[config.mk]
export PLATFORM = sky130hd
export DESIGN_NAME = rgb24_stream_packer
export DESIGN_NICKNAME = d
export VERILOG_FILES = /design/src/rtl/rgb24_stream_packer.sv
export SDC_FILE = /design/constraint.sdc
export NUM_CORES = 2
export LEC_CHECK = 0
export BUFFER_PORTS_ARGS = -buffer_cell sky130_fd_sc_hd__clkbuf_2
export CORE_MARGIN = 2
export CORE_UTILIZATION = 45
export DETAILED_ROUTE_END_ITERATION = 8
export MAX_ROUTING_LAYER = met4
export PLACE_DENSITY = 0.62
export SYNTH_ARGS = -nofsm -noshare
export SYNTH_HDL_FRONTEND = slang
export SYNTH_SLANG_ARGS = --single-unit
[constraint.sdc]
create_clock -name clk_i -period 24.5 [get_ports clk_i]
set_input_delay 4.9 -clock clk_i [delete_from_list [all_inputs] [get_ports clk_i]]
set_output_delay 4.9 -clock clk_i [all_outputs]
set_load 0.02 [all_outputs]
[src/rtl/rgb24_stream_packer.sv]
`default_nettype none
// ============================================================================
//  Module      : rgb24_stream_packer
//  Description : Packs a 24-bit RGB pixel stream densely (little-endian) into
//                128-bit words with SOF/last markers, through a FWFT FIFO.
//  Revision    : 1.0 - initial release
// ============================================================================
module rgb24_stream_packer #(
    parameter int FIFO_DEPTH  = 8,
    parameter int COUNT_WIDTH = 12
) (
    input  logic                   clk_i,
    input  logic                   reset_i,
    input  logic [23:0]            pixel_i,
    input  logic                   pixel_valid_i,
    input  logic                   line_end_i,
    input  logic                   frame_start_i,
    output logic [127:0]           word_o,
    output logic                   word_valid_o,
    input  logic                   word_ready_i,
    output logic                   word_last_o,
    output logic                   word_sof_o,
    output logic [COUNT_WIDTH-1:0] line_pixels_o,
    output logic                   overflow_o
);

    localparam int c_MEM_DEPTH = FIFO_DEPTH - 1;
    localparam int c_PTR_W     = $clog2(FIFO_DEPTH);

    // ------------------------------------------------------------------
    // Packing state
    // ------------------------------------------------------------------
    logic [119:0]           r_acc;
    logic [3:0]             r_fill;
    logic [COUNT_WIDTH-1:0] r_cnt;
    logic [COUNT_WIDTH-1:0] r_line_pixels;
    logic                   r_flush_pending;
    logic [23:0]            r_flush_data;
    logic                   r_sof_pending;

    logic [119:0]           w_acc_base;
    logic [3:0]             w_fill_base;
    logic [COUNT_WIDTH-1:0] w_cnt_base;
    logic [COUNT_WIDTH-1:0] w_cnt_inc;
    logic                   w_sof_base;
    logic                   w_flush_now;
    logic [143:0]           w_combined;
    logic [4:0]             w_fill_sum;
    logic                   w_complete;
    logic                   w_line_end;
    logic                   w_push;
    logic                   w_push_last;
    logic [127:0]           w_push_data;
    logic [129:0]           w_push_word;
    logic                   w_set_flush;
    logic [23:0]            w_flush_data_next;

    always_comb begin
        // A frame start wipes the line state before the coincident pixel is used
        w_acc_base  = frame_start_i ? '0 : r_acc;
        w_fill_base = frame_start_i ? '0 : r_fill;
        w_cnt_base  = frame_start_i ? '0 : r_cnt;
        w_sof_base  = frame_start_i | r_sof_pending;
        w_flush_now = r_flush_pending & ~frame_start_i;

        w_combined  = {24'b0, w_acc_base} | ({120'b0, pixel_i} << {w_fill_base, 3'b000});
        w_fill_sum  = {1'b0, w_fill_base} + 5'd3;
        w_complete  = pixel_valid_i & w_fill_sum[4];
        w_line_end  = pixel_valid_i & line_end_i;
        w_cnt_inc   = (w_cnt_base == {COUNT_WIDTH{1'b1}}) ? w_cnt_base : w_cnt_base + 1'b1;

        w_push            = 1'b0;
        w_push_last       = 1'b0;
        w_push_data       = '0;
        w_set_flush       = 1'b0;
        w_flush_data_next = r_flush_data;

        if (w_flush_now) begin
            w_push      = 1'b1;
            w_push_last = 1'b1;
            w_push_data = {104'b0, r_flush_data};
        end

        if (w_complete) begin
            w_push      = 1'b1;
            w_push_data = w_combined[127:0];
            if (line_end_i) begin
                if (w_fill_sum[3:0] == 4'd0) begin
                    w_push_last = 1'b1;
                end else begin
                    w_push_last       = 1'b0;
                    w_set_flush       = 1'b1;
                    w_flush_data_next = {8'b0, w_combined[143:128]};
                end
            end else begin
                w_push_last = 1'b0;
            end
        end else if (w_line_end) begin
            // A one-pixel line landing on a flush cycle is deferred one cycle
            if (w_flush_now) begin
                w_set_flush       = 1'b1;
                w_flush_data_next = w_combined[23:0];
            end else begin
                w_push      = 1'b1;
                w_push_last = 1'b1;
                w_push_data = w_combined[127:0];
            end
        end

        w_push_word = {w_sof_base, w_push_last, w_push_data};
    end

    always_ff @(posedge clk_i) begin
        if (reset_i) begin
            r_acc           <= '0;
            r_fill          <= '0;
            r_cnt           <= '0;
            r_line_pixels   <= '0;
            r_flush_pending <= 1'b0;
            r_flush_data    <= '0;
            r_sof_pending   <= 1'b0;
        end else begin
            if (w_line_end) begin
                r_acc         <= '0;
                r_fill        <= '0;
                r_cnt         <= '0;
                r_line_pixels <= w_cnt_inc;
            end else if (pixel_valid_i) begin
                r_acc  <= w_complete ? {104'b0, w_combined[143:128]} : w_combined[119:0];
                r_fill <= w_fill_sum[3:0];
                r_cnt  <= w_cnt_inc;
            end else begin
                r_acc  <= w_acc_base;
                r_fill <= w_fill_base;
                r_cnt  <= w_cnt_base;
            end
            r_flush_pending <= w_set_flush;
            if (w_set_flush) begin
                r_flush_data <= w_flush_data_next;
            end
            r_sof_pending <= w_push ? 1'b0 : w_sof_base;
        end
    end

    // ------------------------------------------------------------------
    // Output FIFO: registered head stage plus FIFO_DEPTH-1 storage slots
    // ------------------------------------------------------------------
    logic [129:0]       r_mem [c_MEM_DEPTH];
    logic [c_PTR_W-1:0] r_wr_ptr;
    logic [c_PTR_W-1:0] r_rd_ptr;
    logic [c_PTR_W-1:0] r_mem_count;
    logic               r_out_valid;
    logic [129:0]       r_out;
    logic               r_overflow;

    logic               w_pop;
    logic               w_full;
    logic               w_push_ok;
    logic               w_out_load;
    logic               w_mem_rd;
    logic               w_bypass;
    logic               w_mem_wr;
    logic [c_PTR_W-1:0] w_wr_ptr_nxt;
    logic [c_PTR_W-1:0] w_rd_ptr_nxt;

    always_comb begin
        w_pop        = r_out_valid & word_ready_i;
        w_full       = r_out_valid & (r_mem_count == c_PTR_W'(c_MEM_DEPTH));
        w_push_ok    = w_push & (~w_full | w_pop);
        w_out_load   = ~r_out_valid | w_pop;
        w_mem_rd     = w_out_load & (r_mem_count != '0);
        w_bypass     = w_out_load & (r_mem_count == '0) & w_push_ok;
        w_mem_wr     = w_push_ok & ~w_bypass;
        w_wr_ptr_nxt = (r_wr_ptr == c_PTR_W'(c_MEM_DEPTH - 1)) ? '0 : r_wr_ptr + 1'b1;
        w_rd_ptr_nxt = (r_rd_ptr == c_PTR_W'(c_MEM_DEPTH - 1)) ? '0 : r_rd_ptr + 1'b1;
    end

    always_ff @(posedge clk_i) begin
        if (w_mem_wr) begin
            r_mem[r_wr_ptr] <= w_push_word;
        end
    end

    always_ff @(posedge clk_i) begin
        if (reset_i) begin
            r_wr_ptr    <= '0;
            r_rd_ptr    <= '0;
            r_mem_count <= '0;
            r_out_valid <= 1'b0;
            r_out       <= '0;
            r_overflow  <= 1'b0;
        end else begin
            if (w_mem_wr) begin
                r_wr_ptr <= w_wr_ptr_nxt;
            end
            if (w_mem_rd) begin
                r_rd_ptr <= w_rd_ptr_nxt;
            end
            case ({w_mem_wr, w_mem_rd})
                2'b10:   r_mem_count <= r_mem_count + 1'b1;
                2'b01:   r_mem_count <= r_mem_count - 1'b1;
                default: r_mem_count <= r_mem_count;
            endcase
            // Head only changes when empty or consumed, so it holds while stalled
            if (w_out_load) begin
                if (w_mem_rd) begin
                    r_out       <= r_mem[r_rd_ptr];
                    r_out_valid <= 1'b1;
                end else if (w_bypass) begin
                    r_out       <= w_push_word;
                    r_out_valid <= 1'b1;
                end else begin
                    r_out_valid <= 1'b0;
                end
            end
            if (w_push & ~w_push_ok) begin
                r_overflow <= 1'b1;
            end
        end
    end

    assign word_o        = r_out[127:0];
    assign word_last_o   = r_out[128];
    assign word_sof_o    = r_out[129];
    assign word_valid_o  = r_out_valid;
    assign line_pixels_o = r_line_pixels;
    assign overflow_o    = r_overflow;

endmodule
`default_nettype wire
==> results.toml <==
[timing]
setup_viol = 0
slew_headroom = 0.171
max_freq_mhz = 105
slew_violations = 0
fin_crit_ns = 9.57
hold_viol_final = 0
skew_ns = 0.0415
tightest_slew_ns = 1.24
rsz0062_at_grt = "false"
timing.final.ws_setup_ns = 14.93
fin_setup_tns_ns = 0
finalCritPeriodShare = 0.390

[logic_synthesis]
synth_top_area_cell = "edfxtp_1"
syn_nets = 3569
ys_ff_latch = 1228
synth_top_family_by_area = "compound AO/OA/AOI/OAI gates"
ys_seq_area_frac = 0.675
synth_cell_types = 85
yosys_warnings = 0
synth-edff-count = 910
synth_flop_cell = "edfxtp_1"
synth_mux_area_frac = 0.106
yosys.area.top_type_share = 0.548
synth-async-reset-ratio = 0
synthAdderAreaFrac = 0.00140
netlist_area_um2 = 49900
synth_compound_area_frac = 0.111
synth_area_per_cell_um2 = 14.1
yosys.area_share.simple = 0.0789
syn_inst = 3534
synth_xor_area_frac = 0.00316
netlist_top_cells_area = "edfxtp_1 55%, dfxtp_1 13%, mux4_2 5.9%, mux2i_1 4.5%, nand2_1 2.2%"

[setup_path]
cp-end-kind = "flop"
worst_ep_required_time_ns = 24.81
endpoint = "r_mem[5][68]"
r2r.worst_path.cells = 10
cp_max_fo = 55
start_kind = "input pin"
arrival_ns = 9.88
critical_path_class = "input pin to flop"
rrSetupSlack_ns = 19.13
reg2reg_from = "r_fill[0]"
cp-startpoint = "frame_start_i"
rr_endpoint = "r_mem[5][68]"

[floorplan]
die_area_um2 = 114000
die_h_um = 337
dieWidth_um = 337
num_rows = 122
start_util = 0.452
pin_count = 174
core_um2 = 110000

[finish]
final_common_cell = "edfxtp_1"
fillers = 9241
drive_gt1_frac = 0.170
layout.nets = 3683
syn_to_final_growth_pct = 13.2
final_cell_mix = "910 x edfxtp_1, 314 x dfxtp_1, 288 x nand2_1, 253 x nor2_1, 226 x mux2i_1"

[cts]
cts_max_level = 3
insertion_delay_ns = 0.73
cts_setup_buffers = 0
cts_tree = "yes"
hold_buffers = 0
cts_root_buf = "clkbuf_16"
path_clk_slew_ns = 0.06
clock-sinks = 1228
cts_buffers = 120
post_cts_resized = 0
clockBufferDepth = 3

[global_route]
overflow = 0
grt_max_degree = 168
grt_usage = 0.248
grt_pass1_vias = 30493
grt_antenna_before_repair = 20
grt_pass1_wl_um = 202000

[flow_run]
timing.max_cap.violations = 0

[detailed_routing]
drcViolationCount = 0
wirelength_um = 138000
vias_per_cell = 5.94
ant_nets = 0
num_vias = 31301
routedWlPerCell_um = 26.2
first_pass_iters = 8
drtIter0Drc = 3440

[placement]
place_congestion = 0.911
io_buffers = 173
place_ws_ns = 14.23
dp_hpwl_um = 82600

[worst_hold_path]
hold_start = "r_acc[84]"
hold_path_class = "flop to flop"

[pwr]
ir_drop_mv = 0.0794
p_leak_nw = 18.7
p_per_area_nw_per_um2 = 94.8

[outcome]
status = "completed"
==> stage by stage <==
step	std cells	util	total power [W]	hold WS, ns	cell area, µm²
6_report	5268	0.511	0.00535	0.462	56400
5_1_grt	5264	0.511	0.00554	0.474	56400
4_1_cts	5244	0.511	0.00538	0.463	56400
3_5_place_dp	5014	0.473	0.00348	0.450	52200
3_3_place_gp	5014	0.473	0.00347	0.449	52200
2_1_floorplan	3534	-	0.00315	0.437	49900
==> how the worst min path moves through the flow <==
stage	endpoint	slack (ns)	cells past startpoint
floorplan	r_flush_data[10]	0.44	2
global placement	r_acc[117]	0.45	2
detailed placement	r_acc[87]	0.45	2
CTS	r_flush_data[10]	0.46	2
global route	r_acc[118]	0.47	2
finish	r_acc[84]	0.46	2
==> critical path, stage by stage <==
cell and delay (ns):
buf_4 0.21, inv_2 0.63, nand2_1 0.22, ha_1 0.31, and4bb_1 0.53, a211o_1 0.37, nand3_1 0.29, or3b_1 0.54
nor2_4 0.86, buf_4 0.89
==> flip-flops by register name, summed over array words and instances (netlist names), named ones only <==
name / flops
overflow_o: 1
r_flush_pending: 1
r_mem_count: 3
r_rd_ptr: 3
r_out: 130
r_cnt: 12
r_fill: 4
word_valid_o: 1
r_flush_data: 24
r_wr_ptr: 3
r_sof_pending: 1
r_acc: 120
line_pixels_o: 12
r_mem: 910
==> layout make-up <==
class	instances	area [µm²]	share of cell area
diodes	24	60.1	0.00106
clock buffers	161	3280	0.0581
clock inverters	69	861	0.0153
inverters	19	75.1	0.00133
multi-input cells	2027	15100	0.268
flip-flops and latches	1228	33700	0.597
well taps	1488	1860	0.0330
repair buffers	252	1500	0.0266
==> kinds of logic (layout without fill, tap and decap cells) <==
group,count (synthesis),in the layout
other,0,24
DFF,1228,1228
and+or+nand+nor,841,841
buffers and inverters,279,501
xor gates and xnor gates,18,18
AOI/OAI and AO/OA,797,797
adders and majority gates,5,5
muxes,366,366
==> routing by layer <==
layer | global-route usage | share of wire
met1 | 0.325 | 0.42
met2 | 0.378 | 0.46
met3 | 0.0613 | 0.089
met4 | 0.0843 | 0.032
met5 | - | 0
==> synth_stat cells, types with 10 or more instances <==
cell / n
a211oi_1: 40
a21o_1: 17
a21oi_1: 163
a221o_1: 25
a222oi_1: 31
a22o_1: 13
a22oi_1: 22
a2bb2oi_1: 20
a31oi_1: 22
and2_1: 23
and3_1: 11
buf_1: 26
buf_2: 76
buf_4: 14
clkbuf_1: 142
dfxtp_1: 318
edfxtp_1: 910
inv_1: 15
mux2_2: 10
mux2i_1: 226
mux4_2: 130
nand2_1: 290
nand2b_1: 24
nand3_1: 48
nor2_1: 261
nor2b_1: 55
nor3_1: 66
o2111a_1: 19
o211a_1: 14
o211ai_1: 64
o21a_1: 17
o21ai_0: 188
o221ai_1: 31
o22ai_1: 17
o2bb2ai_1: 40
o31ai_1: 11
xnor2_1: 12
==> report_power, final <==
part / internal (W) / switching [W] / leakage [nW]
Clock: 0.00111 / 0.000802 / 2.01
Sequential: 0.00233 / 0.000106 / 10.7
Combinational: 0.000379 / 0.000613 / 5.99
Note: power is estimated with default switching activity, not from simulation.
